**config.mk**
```make
export PLATFORM = sky130hd
export DESIGN_NAME = toy_bus_fetch_req_slice
export DESIGN_NICKNAME = d
export VERILOG_FILES = /design/src/rtl/toy_bus_pkg.sv /design/src/rtl/toy_bus_skid_buf.sv /design/src/rtl/toy_bus_fetch_req_slice.sv
export SDC_FILE = /design/constraint.sdc
export NUM_CORES = 1
export LEC_CHECK = 0
export CAP_MARGIN = 10
export CORE_MARGIN = 2
export CORE_UTILIZATION = 44
export DETAILED_ROUTE_END_ITERATION = 8
export HOLD_SLACK_MARGIN = 0.15
export PLACE_DENSITY = 0.83
export SYNTH_ARGS = -nofsm -noshare
export SYNTH_HDL_FRONTEND = slang
export SYNTH_HIERARCHICAL = 1
export SYNTH_SLANG_ARGS = --single-unit
```
**constraint.sdc**
```tcl
create_clock -name clk -period 10.2 [get_ports clk]
set_input_delay 3.06 -clock clk [delete_from_list [all_inputs] [get_ports clk]]
set_output_delay 3.06 -clock clk [all_outputs]
set_load 0.1 [all_outputs]
```
**src/rtl/toy_bus_pkg.sv**
```systemverilog
// Shared bus widths, opcodes and the request payload bundle for the toy bus slices.
package toy_bus_pkg;

  localparam int unsigned ADDR_W = 32;
  localparam int unsigned DATA_W = 32;
  localparam int unsigned STRB_W = 4;
  localparam int unsigned ID_W   = 4;
  localparam int unsigned CNT_W  = 4;

  localparam logic OPC_RD = 1'b0;
  localparam logic OPC_WR = 1'b1;

  typedef struct packed {
    logic [ADDR_W-1:0] addr;
    logic [DATA_W-1:0] data;
    logic [STRB_W-1:0] strb;
    logic              opcode;
    logic [ID_W-1:0]   src_id;
    logic [ID_W-1:0]   tgt_id;
  } req_pld_t;

  localparam int unsigned REQ_PLD_W = ADDR_W + DATA_W + STRB_W + 1 + 2 * ID_W;

endpackage

```
**src/rtl/toy_bus_skid_buf.sv**
```systemverilog
// Two-entry skid buffer: main register drives the output, skid catches one beat of
// backpressure so the upstream ready comes straight from a flop.
module toy_bus_skid_buf #(
  parameter int unsigned W = 8
) (
  input  logic         clk,
  input  logic         rst,
  input  logic         in_vld,
  output logic         in_rdy,
  input  logic [W-1:0] in_data,
  output logic         out_vld,
  input  logic         out_rdy,
  output logic [W-1:0] out_data
);

  logic         main_vld_q, main_vld_d;
  logic         skid_vld_q, skid_vld_d;
  logic [W-1:0] main_q, main_d;
  logic [W-1:0] skid_q, skid_d;
  logic         fire_in, fire_out;

  assign in_rdy   = !skid_vld_q;
  assign out_vld  = main_vld_q;
  assign out_data = main_q;
  assign fire_in  = in_vld & !skid_vld_q;
  assign fire_out = main_vld_q & out_rdy;

  // Main refills whenever it is empty or draining; skid only fills behind a stalled main.
  always_comb begin
    main_vld_d = main_vld_q;
    skid_vld_d = skid_vld_q;
    main_d     = main_q;
    skid_d     = skid_q;
    if (!main_vld_q || fire_out) begin
      if (skid_vld_q) begin
        main_d     = skid_q;
        main_vld_d = 1'b1;
        skid_vld_d = 1'b0;
      end else begin
        main_vld_d = fire_in;
        if (fire_in) begin
          main_d = in_data;
        end
      end
    end else if (fire_in) begin
      skid_d     = in_data;
      skid_vld_d = 1'b1;
    end
  end

  always_ff @(posedge clk) begin
    if (rst) begin
      main_vld_q <= 1'b0;
      skid_vld_q <= 1'b0;
    end else begin
      main_vld_q <= main_vld_d;
      skid_vld_q <= skid_vld_d;
    end
  end

  // Payload is qualified by the valid bits, so it carries no reset.
  always_ff @(posedge clk) begin
    main_q <= main_d;
    skid_q <= skid_d;
  end

endmodule

```
**src/rtl/toy_bus_fetch_req_slice.sv**
```systemverilog
// Fetch-port request slice: registered request path with outstanding-request limit,
// combinational ack pass-through with sticky misroute/unexpected-ack detection.
module toy_bus_fetch_req_slice
  import toy_bus_pkg::*;
#(
  parameter int unsigned MAX_OSTD = 4,
  parameter int unsigned SRC_ID   = 0
) (
  input  logic              clk,
  input  logic              rst,
  input  logic              in_req_vld,
  output logic              in_req_rdy,
  input  logic [ADDR_W-1:0] in_req_addr,
  input  logic [DATA_W-1:0] in_req_data,
  input  logic [STRB_W-1:0] in_req_strb,
  input  logic              in_req_opcode,
  input  logic [ID_W-1:0]   in_req_src_id,
  input  logic [ID_W-1:0]   in_req_tgt_id,
  output logic              out_req_vld,
  input  logic              out_req_rdy,
  output logic [ADDR_W-1:0] out_req_addr,
  output logic [DATA_W-1:0] out_req_data,
  output logic [STRB_W-1:0] out_req_strb,
  output logic              out_req_opcode,
  output logic [ID_W-1:0]   out_req_src_id,
  output logic [ID_W-1:0]   out_req_tgt_id,
  input  logic              out_ack_vld,
  output logic              out_ack_rdy,
  input  logic              out_ack_opcode,
  input  logic [DATA_W-1:0] out_ack_data,
  input  logic [ID_W-1:0]   out_ack_src_id,
  input  logic [ID_W-1:0]   out_ack_tgt_id,
  output logic              in_ack_vld,
  input  logic              in_ack_rdy,
  output logic              in_ack_opcode,
  output logic [DATA_W-1:0] in_ack_data,
  output logic [ID_W-1:0]   in_ack_src_id,
  output logic [ID_W-1:0]   in_ack_tgt_id,
  output logic [CNT_W-1:0]  ostd_cnt,
  output logic              err_ack
);

  req_pld_t           in_pld;
  req_pld_t           out_pld;
  logic               main_vld;
  logic               issue_ok;
  logic               buf_out_rdy;
  logic               fire_out;
  logic               ack_hs;
  logic               ack_bad;
  logic [CNT_W-1:0]   ostd_cnt_q, ostd_cnt_d;
  logic               err_ack_q, err_ack_d;

  assign in_pld = '{addr:   in_req_addr,
                    data:   in_req_data,
                    strb:   in_req_strb,
                    opcode: in_req_opcode,
                    src_id: in_req_src_id,
                    tgt_id: in_req_tgt_id};

  assign issue_ok    = ostd_cnt_q < CNT_W'(MAX_OSTD);
  assign buf_out_rdy = out_req_rdy & issue_ok;

  toy_bus_skid_buf #(
    .W (REQ_PLD_W)
  ) u_req_buf (
    .clk      (clk),
    .rst      (rst),
    .in_vld   (in_req_vld),
    .in_rdy   (in_req_rdy),
    .in_data  (in_pld),
    .out_vld  (main_vld),
    .out_rdy  (buf_out_rdy),
    .out_data (out_pld)
  );

  assign out_req_vld    = main_vld & issue_ok;
  assign fire_out       = out_req_vld & out_req_rdy;
  assign out_req_addr   = out_pld.addr;
  assign out_req_data   = out_pld.data;
  assign out_req_strb   = out_pld.strb;
  assign out_req_opcode = out_pld.opcode;
  assign out_req_src_id = out_pld.src_id;
  assign out_req_tgt_id = out_pld.tgt_id;

  assign in_ack_vld    = out_ack_vld;
  assign out_ack_rdy   = in_ack_rdy;
  assign in_ack_opcode = out_ack_opcode;
  assign in_ack_data   = out_ack_data;
  assign in_ack_src_id = out_ack_src_id;
  assign in_ack_tgt_id = out_ack_tgt_id;

  assign ack_hs  = out_ack_vld & in_ack_rdy;
  assign ack_bad = (out_ack_tgt_id != ID_W'(SRC_ID)) || ((ostd_cnt_q == '0) && !fire_out);

  // Outstanding count saturates at zero on an unexpected ack; the error flag records it.
  always_comb begin
    ostd_cnt_d = ostd_cnt_q;
    err_ack_d  = err_ack_q;
    if (fire_out && !ack_hs) begin
      ostd_cnt_d = ostd_cnt_q + CNT_W'(1);
    end else if (ack_hs && !fire_out && (ostd_cnt_q != '0)) begin
      ostd_cnt_d = ostd_cnt_q - CNT_W'(1);
    end
    if (ack_hs && ack_bad) begin
      err_ack_d = 1'b1;
    end
  end

  always_ff @(posedge clk) begin
    if (rst) begin
      ostd_cnt_q <= '0;
      err_ack_q  <= 1'b0;
    end else begin
      ostd_cnt_q <= ostd_cnt_d;
      err_ack_q  <= err_ack_d;
    end
  end

  assign ostd_cnt = ostd_cnt_q;
  assign err_ack  = err_ack_q;

endmodule

```
Yosys cells after proc, flatten, opt, wreduce, memory -nomap -nowiden
Index checks and enable logic that the tools add are counted.
Cells by class
  add/subtract/negate cells: 2
  magnitude comparators: 1
  multiplexer cells: 5
  bitwise operators: 7
  reduce and logical (&&, ||, !) cells: 19
Operators by type and width (count)
  77-bit two-way mux: 2
  4-bit two-way mux: 2
  4-bit nonzero test: 2
  1-bit bitwise AND: 6
  1-bit logical AND: 5
  4-bit by 1-bit adder with 4-bit output, second input constant: 1
  1-bit logical NOT: 4
  4-bit logical NOT: 1
  4-bit by 3-bit less-than comparator with 1-bit output, second input constant: 1
  2-bit AND reduction: 2
  2-bit nonzero test: 2
  4-bit by 1-bit subtractor with 4-bit output, second input constant: 1
  1-bit logical OR: 2
  2-bit OR reduction: 1
  1-bit two-way mux: 1
  1-bit inverter: 1
Word-level totals
  bits in registers: 161
  bits of input ports: 124
  output and inout port bits: 127
  word-level logic and storage cells: 40

Logic depth before layout (Yosys ltp)
Gate-level depths: netlist of run 1.
  depth after elaboration: 8
  gate-level depth with buffers: 7
  depth with buffers taken out: 7

Hierarchy
Netlist of run 1, hierarchy kept.
By module, submodules not included
  toy_bus_skid_buf: times used 1, cells each 249, area each 6027.0 µm², seq. area each 4664.5 µm²
  toy_bus_fetch_req_slice: times used 1, cells each 80, area each 701.9 µm², seq. area each 100.1 µm²

Least setup slack after synthesis of run 1
Ideal clock, no wire load.
  path kind: input port to flip-flop
  start point: in out_req_rdy
  end point: reg u_req_buf.skid_q[0], enable pin
  library setup time: 0.623 ns
  arrival: 9.050 ns
  data required time: 9.577 ns
  path slack: 0.527 ns
  stages: 3
  buffers on the path: 0
  cells stage by stage: nor3b_1 > nand2b_1 > nor3b_1
Between the ends
  word-level cells in the longest chain between the ends: 5
RTL lines
  from (decl): line toy_bus_fetch_req_slice.sv:20  | input logic out_req_rdy,
  1-bit bitwise AND: line toy_bus_fetch_req_slice.sv:62  | assign buf_out_rdy = out_req_rdy & issue_ok;
  1-bit bitwise AND: line toy_bus_skid_buf.sv:26  | assign fire_out = main_vld_q & out_rdy;
  1-bit logical OR: line toy_bus_skid_buf.sv:34  | if (!main_vld_q || fire_out) begin
  1-bit inverter (no source line)
  2-bit AND reduction (no source line)
  to (signal assigned): line toy_bus_skid_buf.sv:64  | skid_q <= skid_d;
  to (decl): line toy_bus_skid_buf.sv:19  | logic [W-1:0] skid_q, skid_d;
Every way passes these cells.
A chain may end at the register's enable or synchronous reset.

Final worst setup path of run 1
  start point: in out_ack_vld
  end point: out in_ack_vld
RTL lines
  from (decl): line toy_bus_fetch_req_slice.sv:27  | input logic out_ack_vld,
  to (decl): line toy_bus_fetch_req_slice.sv:33  | output logic in_ack_vld,
No word-level cell between the ends.

==> reports/results.txt, run 1 <==
The boundary pin count is 251. The number of unique standard cell types used by synthesis is 34. At the worst endpoint, the required time is 7.14 ns. Once detail routing completed, the nets flagged for antenna violations numbered 0.

After detailed routing, the number of vias per cell comes to 4.87. After global routing the overflow that remains totals 0. Setup total negative slack on the finished layout was measured at 0 ns.

The flip-flop and latch count after synthesis was 161; the combinational power share was 26.9%. The DRC violation total after the first TritonRoute iteration was 174. The overall die width is 128 um, and the worst voltage drop across the vdd grid is 165 uV. Of the synthesized area, sequential elements account for 70.8%. The die span in y was 128 um; the count of mapped cells out of synthesis was 329. For this run, the top clock speed supported by timing is 128 MHz. The delay of the slowest cell on the worst path is 1.16 ns, and the maximum level of the CTS H-tree is 4. The remaining routing DRC violations is 0.

The cell family with the largest share of critical-path delay was buffers and inverters. Total buffers and inverters traversed by the critical path: 2. The number of endpoints with negative hold slack in the final report was 0. The count of endpoints failing setup in the final report came out at 0. Among the stages of the critical path, the cell type that occurs most often is sky130_fd_sc_hd__clkdlybuf4s50_1. The leading cell type in the layout, fill and taps excluded is sky130_fd_sc_hd__clkdlybuf4s50_1.

The number of hold buffers added after CTS was 0. Switching power share of the total: 33.4%. The actual slew at the worst max-slew pin works out to 1.15 ns.

The clock network burns 31.3% of the power. Data arrives at the worst endpoint at 4.76 ns. The startpoint type of the worst setup path is an input pin. Mapped cell area: 0.00673 mm^2. For the core area, the log shows 0.0151 mm^2. The library cells used most frequently in the layout, excluding fill and tap cells, are sky130_fd_sc_hd__clkdlybuf4s50_1 (176), sky130_fd_sc_hd__edfxtp_1 (154), sky130_fd_sc_hd__mux2_4 (77).

The worst setup path is of the input pin to output port kind. Largest buffer count on any clock path: 2. Entering global routing, the biggest net connects 78 pins. The reported max-cap violation count was 0; the per-instance average area after synthesis was 20.5 um^2. The initial utilization of the core area, before any placement, comes to 44.6%. The detailed-route wire length was 12600 um; the layout cell share with drive strength beyond 1 was 24.7%. The count of clock tree sinks came out at 161.

Hold timing on the final database bottoms out at a slack of 0.472 ns. The net load switching power is 0.661 mW. The run finished with clean final reports. The run gives 18900 um as the first-pass GRT wire length.

Gates resized during post-CTS repair numbered 0. The initialized floorplan defines 45 standard-cell rows. Walking the worst path, the cells encountered are clkdlybuf4s50_1 -> clkdlybuf4s50_1. The number of port buffers was 176.

The tools report the post-placement cell area as 0.00826 mm^2. The worst-skew pair later-pin latency was 0.41 ns. Along the worst path, the maximum fanout reaches 3. STA classifies the critical path endpoint as an output port. The run gives 0.00620 ns as the final worst clock skew. In this run the static leakage power is 3.13 nW.

Of the post-synthesis cell area, the dominant cell type holds 68.7%. The number of nets at the end of the flow is 600. In the finished design, the share of the clock period the worst path needs comes to 76.6%. The count of yosys warnings during synthesis is 6. Power spread over the standard cell area amounts to 224 mW/mm^2. In this run the post-CTS setup repair buffer count came out at 0. The critical-path cell with the highest stage delay was sky130_fd_sc_hd__clkdlybuf4s50_1. The die covers 0.0163 mm^2. The power share of the sequential group was 41.8%; the number of antenna violations at the first check in global routing was 0. The tools report the max-slew violation count as 0. The path class of the lowest-slack min-delay path is flop to flop. The via count of the first global-routing pass was 3527. The run gives 0.00884 mm^2 as the summed area of non-filler cells in the final layout. Yosys attributes the largest share of cell area to sky130_fd_sc_hd__edfxtp_1 (69%), sky130_fd_sc_hd__mux2_4 (17%), sky130_fd_sc_hd__buf_4 (4.8%).

When the netlist entered floorplanning its net count stood at 456. TritonCTS built the clock tree. Cell internal power was estimated by the tool at 1.32 mW. Dividing the detail-routed wire length by the instance count gives 18.7 um. In the global route stage, overall resource usage came out at 15.6%.

For the global placer's final weighted congestion, the log shows 0.749. Power comes to 1.98 mW. Library cell with the largest summed area after synthesis: sky130_fd_sc_hd__edfxtp_1. The total number of vias was 3283. The total CTS buffers is 17.

In this run the clock root is driven by a sky130_fd_sc_hd__clkbuf_16. Clock-pin slew was measured on the worst setup and hold paths at 0.06 ns. The sum of net half-perimeters after detailed placement came out at 8400 um. Final period demand of the worst path: 7.82 ns. Relative to the synthesized area, the layout overhead comes to 31.4%.

Measured against its own limit, the worst slew margin works out to 23.6%. The repair_antennas step left the layout with diodes totalling 0. Before antenna repair, the detailed router went through 6 iterations. Setup repair after global routing left no endpoint under its margin. Final design utilization: 58.6%.
## metal layers
layer | routed length (um) | vias to the layer above | track usage [%]
li1 | - | 1507 | -
met1 | 4910 | 1581 | 17.4
met4 | 420 | 0 | 7.43
met5 | 0 | - | 0
met3 | 995 | 43 | 6.80
met2 | 6310 | 152 | 25.8
## path summary, 6_finish.rpt
check	from	end	slack, ns	cells after the start
hold / removal	err_ack	err_ack	0.47	2
setup / recovery	out_ack_vld	in_ack_vld	2.38	2
hold reg to reg	err_ack	err_ack	0.47	2
setup reg to reg	u_req_buf/skid_vld_q	u_req_buf/out_data[46]	7.93	2
## final cells by class
cell class | instances | area (um^2)
inverter | 2 | 7.51
clock inverter | 15 | 158
tap | 188 | 235
multi-input combinational | 113 | 1470
fill | 1129 | 6250
timing repair buffer | 178 | 1780
sequential | 161 | 4770
clock buffer | 17 | 425
## per-stage QoR
step                cells  worst slack, ns
floorplan             329            0.527
detailed placement    642             2.38
global route          674             2.37
finish                674             2.38
CTS                   674             2.38
global placement      642             2.40
## worst reg2reg max path: cells and delay by family (launching register included)
kind                   cells  cell delay, ns
DFF                        1            0.79
muxes                      1            0.37
buffers and inverters      1            0.86
## power groups by stage
| stage | registers, mW | clock network, mW | logic, mW |
|---|---|---|---|
| 2_1_floorplan | 1.12 | 0 | 0.207 |
| 3_3_place_gp | 0.838 | 0 | 0.527 |
| 3_5_place_dp | 0.841 | 0 | 0.535 |
| 4_1_cts | 0.828 | 0.636 | 0.536 |
| 5_1_grt | 0.833 | 0.665 | 0.550 |
| 6_report | 0.827 | 0.620 | 0.533 |
## registers in the layout (all words and copies together), names as in the netlist
register,cells
u_req_buf/skid_vld_q,1
ostd_cnt,4
u_req_buf/skid_q,77
err_ack,1
u_req_buf/out_vld,1
u_req_buf/out_data,77
## synthesized netlist by cell type
master / number
sky130_fd_sc_hd__nor4b_2: 1
sky130_fd_sc_hd__mux2_4: 77
sky130_fd_sc_hd__or4_4: 1
sky130_fd_sc_hd__o31ai_1: 1
sky130_fd_sc_hd__nand3b_1: 1
sky130_fd_sc_hd__nand2_1: 2
sky130_fd_sc_hd__nor4_1: 1
sky130_fd_sc_hd__a21oi_4: 1
sky130_fd_sc_hd__buf_6: 1
sky130_fd_sc_hd__nor2b_1: 1
sky130_fd_sc_hd__buf_12: 8
sky130_fd_sc_hd__a21o_1: 1
sky130_fd_sc_hd__a311o_1: 1
sky130_fd_sc_hd__a31oi_1: 1
sky130_fd_sc_hd__edfxtp_1: 154
sky130_fd_sc_hd__mux2_2: 1
sky130_fd_sc_hd__fa_1: 1
sky130_fd_sc_hd__o21ai_0: 1
sky130_fd_sc_hd__a21oi_1: 2
sky130_fd_sc_hd__ha_1: 2
sky130_fd_sc_hd__dfxtp_1: 7
sky130_fd_sc_hd__xnor2_1: 1
sky130_fd_sc_hd__buf_4: 43
sky130_fd_sc_hd__mux2i_1: 1
sky130_fd_sc_hd__a211oi_1: 1
sky130_fd_sc_hd__nor3b_4: 1
sky130_fd_sc_hd__nor3_1: 1
sky130_fd_sc_hd__inv_1: 2
sky130_fd_sc_hd__o21a_1: 1
sky130_fd_sc_hd__nor2_1: 4
sky130_fd_sc_hd__nand2b_1: 3
sky130_fd_sc_hd__nor3b_1: 3
sky130_fd_sc_hd__buf_1: 1
sky130_fd_sc_hd__and4bb_4: 1
## kinds of logic after synthesis
family / Yosys count / synth area share [%]
simple gates: 20 / 2.23
fa+ha+maj: 3 / 0.669
buf+inv: 55 / 7.51
compound gates: 10 / 1.15
mux: 79 / 17.5
flops: 161 / 70.8
xor+xnor: 1 / 0.130
No activity file was read; power rests on OpenSTA's default activity.
==> run 2, diff against run 1 <==
- clock period: 10.2 -> 7.72 ns (I/O delays scaled with it)
==> reports/results.txt, run 2 (synthesis gave the netlist of run 1 again) <==
The number of antenna violations at the first check in global routing is 0 (unchanged), and the synthesis-to-layout area growth is 30.5%. For the largest buffer count on any clock path, the log shows 2 (unchanged). The launch instance of the worst register-to-register path is u_req_buf/skid_vld_q.

For the maximum level of the CTS H-tree, the log shows 4 (unchanged). For the number of cell rows, the log shows 45 (unchanged). The critical path in this run is classified as input pin to output port. The cell that appears most often on the critical path is sky130_fd_sc_hd__clkdlybuf4s50_1. Final period utilization: 81.5%.

The data arrival time of the critical path came out at 3.98 ns (-0.78 ns). The signal on the critical path passes through clkdlybuf4s50_1 -> clkdlybuf4s50_1. Fill cell total of the finished layout: 1137 (+0.71%). The worst path in the final design needs a cycle of 6.29 ns, including I/O delays and setup. Leaving out fill and tap cells, the most frequent cell in the layout is sky130_fd_sc_hd__clkdlybuf4s50_1.

For the remaining max-slew budget at the tightest pin, the log shows 25.2% (+1.6 points). The run gives 0 (unchanged) as the post-CTS setup repair buffer count. The run gives 44.6% (unchanged) as the starting density of the core. First-pass GRT wire length: 18500 um (-2.1%). Setup repair after global routing left no endpoint under its margin. CTS clock-pin slew for the worst setup and hold paths: 0.06 ns (about the same).

The total global routing track utilization came out at 15.1% (-0.50 points). TritonCTS built the clock tree. The delay of the slowest cell on the worst path is 1.15 ns (about the same), and the net load switching power is 0.836 mW (+27%). The critical register-to-register path endpoint is u_req_buf/out_data[41]. The run gives 0 (unchanged) as the remaining routing DRC violations. The per-cell routed wire length was 18.4 um (-2.0%). The cell sitting at the root of the clock tree is a sky130_fd_sc_hd__clkbuf_16. End point of the critical path: in_ack_vld.

The final global-route overflow total is 0 (unchanged), and the number of hold-repair buffers added at the cts stage is 0 (unchanged). The nature of the critical path endpoint was an output port. The total CTS buffers is 17 (unchanged).

The tools report the number of nets at the end of the flow as 601 (+0.17%). The combinational power share was 27.9% (+1.0 points). The total buffers and inverters traversed by the critical path was 2 (unchanged). The logs give 8570 um (+2.0%) for the sum of net half-perimeters after detailed placement and 3.10 nW (-1.1%) for the leakage power of the design. The startpoint type of the worst setup path was an input pin. The proportion of power drawn by the clock network came out at 29.0% (-2.3 points).

The run gives 5 (-1) as the first-pass iteration count of the detailed router. The path class of the lowest-slack min-delay path is flop to flop. The power per unit of standard cell area works out to 289 mW/mm^2 (+29%).

Critical-path cell with the highest stage delay: sky130_fd_sc_hd__clkdlybuf4s50_1. The flow ran to the end, and the final reports show no timing, DRC or antenna violations. The number of cells on the worst reg-to-reg path works out to 2 (unchanged). The core area is 0.0151 mm^2 (unchanged), and the power share of the sequential group is 43.1% (+1.3 points). The worst-skew pair later-pin latency is 0.41 ns (about the same), and the via count of the first global-routing pass is 3364 (-4.6%). Count of antenna-violating nets left after detailed routing: 0 (unchanged). In this design, the largest share of critical-path delay is due to buffers and inverters. The depth of the critical timing path with buffers and inverters included was 2 (unchanged).

The layer flagged by global routing as most heavily used is met2. The met2 demand-to-capacity share in global routing was 24.9% (-0.85 points). The reported max-cap violation count is 0 (unchanged), and the worst voltage drop across the vdd grid is 229 uV (+39%). For the global placer's final weighted congestion, the log shows 0.778 (+3.9%). The max-slew violation count was 0 (unchanged). The DRC violation total after the first TritonRoute iteration was 211 (+21%). The boundary pin count is 251 (unchanged). The die footprint was 0.0163 mm^2 (unchanged). The number of gates given a new drive strength after cts was 0 (unchanged); the overall die width was 128 um (unchanged). For the internal cell power, the log shows 1.70 mW (+29%). Die span in y: 128 um (unchanged). The logs give 0 (unchanged) for the count of endpoints failing setup in the final report and 4.38% (-2.4 points) for the met3 layer usage reported by global route. The logs give 159 MHz for the fmax and 0 (unchanged) for the number of endpoints with negative hold slack in the final report. Launch point of the worst path: out_ack_vld. The number of antenna diodes is 0 (unchanged), and the actual slew at the worst max-slew pin is 1.12 ns (-0.0241 ns). The count of clock tree sinks was 161 (unchanged); the critical path required time was 5.40 ns (-1.74 ns). The tools report the total number of vias as 3305 (+0.67%). The number of port buffers is 176 (unchanged).

The library cells used most frequently in the layout, excluding fill and tap cells, are sky130_fd_sc_hd__clkdlybuf4s50_1 (176), sky130_fd_sc_hd__edfxtp_1 (154), sky130_fd_sc_hd__mux2_4 (77). The met1 track demand over resource in global routing is 18.0% (+0.61 points). For the final design utilization, the log shows 58.2% (-0.42 points). The largest fanout on the critical path was 3 (unchanged); the switching power share of the total was 33.0% (-0.34 points). The run gives 78 (unchanged) as the largest net degree at the start of global routing. The post-detailed-route via-to-cell ratio is 4.93 (+1.1%).

The final worst clock skew came out at 0.00768 ns (+0.00148 ns). The layout cell share with drive strength beyond 1 was 23.2% (-1.5 points); the sum of negative setup slack was 0 ns (unchanged). The run gives 12300 um (-2.4%) as the detailed-route wire length. For the flop-to-flop setup slack, the log shows 5.51 ns (-2.42 ns).
[run 2: cell types whose count changed in the layout (fill, tap and decap cells not counted), sizes merged]
| cell | previous run | this run |
|---|---|---|
| inv | 6 | 2 |
| clkbuf | 17 | 20 |
| buf | 2 | 3 |
| bufinv | 2 | 1 |
| clkinv | 7 | 6 |
| clkinvlp | 2 | 1 |
[run 2: how the worst min path moves through the flow]
| stage | cells past startpoint | start | slack, ns | endpoint |
|---|---|---|---|---|
| finish | 2 | err_ack | 0.50 | err_ack |
| global route | 2 | err_ack | 0.52 | err_ack |
| CTS | 2 | err_ack | 0.50 | err_ack |
| detailed placement | 2 | err_ack | 0.47 | err_ack |
| global placement | 2 | err_ack | 0.48 | err_ack |
| floorplan | 1 | u_req_buf/skid_q[73] | 0.52 | u_req_buf/out_data[73] |
[run 2: metal layers]
layer | up-vias | wire length [um]
li1 | 1508 | -
met5 | - | 0
met4 | 0 | 337
met1 | 1625 | 5040
met3 | 38 | 742
met2 | 134 | 6210
[run 2: power groups by stage]
stage	combinational, mW	sequential (mW)	clock (mW)
finish	0.707	1.09	0.736
global route	0.730	1.10	0.786
CTS	0.709	1.09	0.753
detailed placement	0.708	1.11	0
global placement	0.699	1.11	0
floorplan	0.274	1.47	0
[run 2: cell type report]
class                      instances  area (um^2)  area share [%]
clock inverter                     8         68.8           0.784
multi-input combinational        113         1480            16.8
clock buffer                      20          437            4.97
inverter                           2         7.51          0.0855
tap                              188          235            2.68
sequential                       161         4770            54.3
timing repair buffer             179         1780            20.3
[run 2: metrics by stage]
step	instances	power, mW	hold WS, ns	area [um^2]	setup slack (ns)
2_1_floorplan	329	1.75	0.523	6730	1.52
3_3_place_gp	643	1.80	0.482	8270	1.41
3_5_place_dp	643	1.82	0.470	8270	1.43
4_1_cts	671	2.56	0.498	8780	1.42
5_1_grt	671	2.62	0.521	8780	1.38
6_report	671	2.53	0.499	8780	1.43
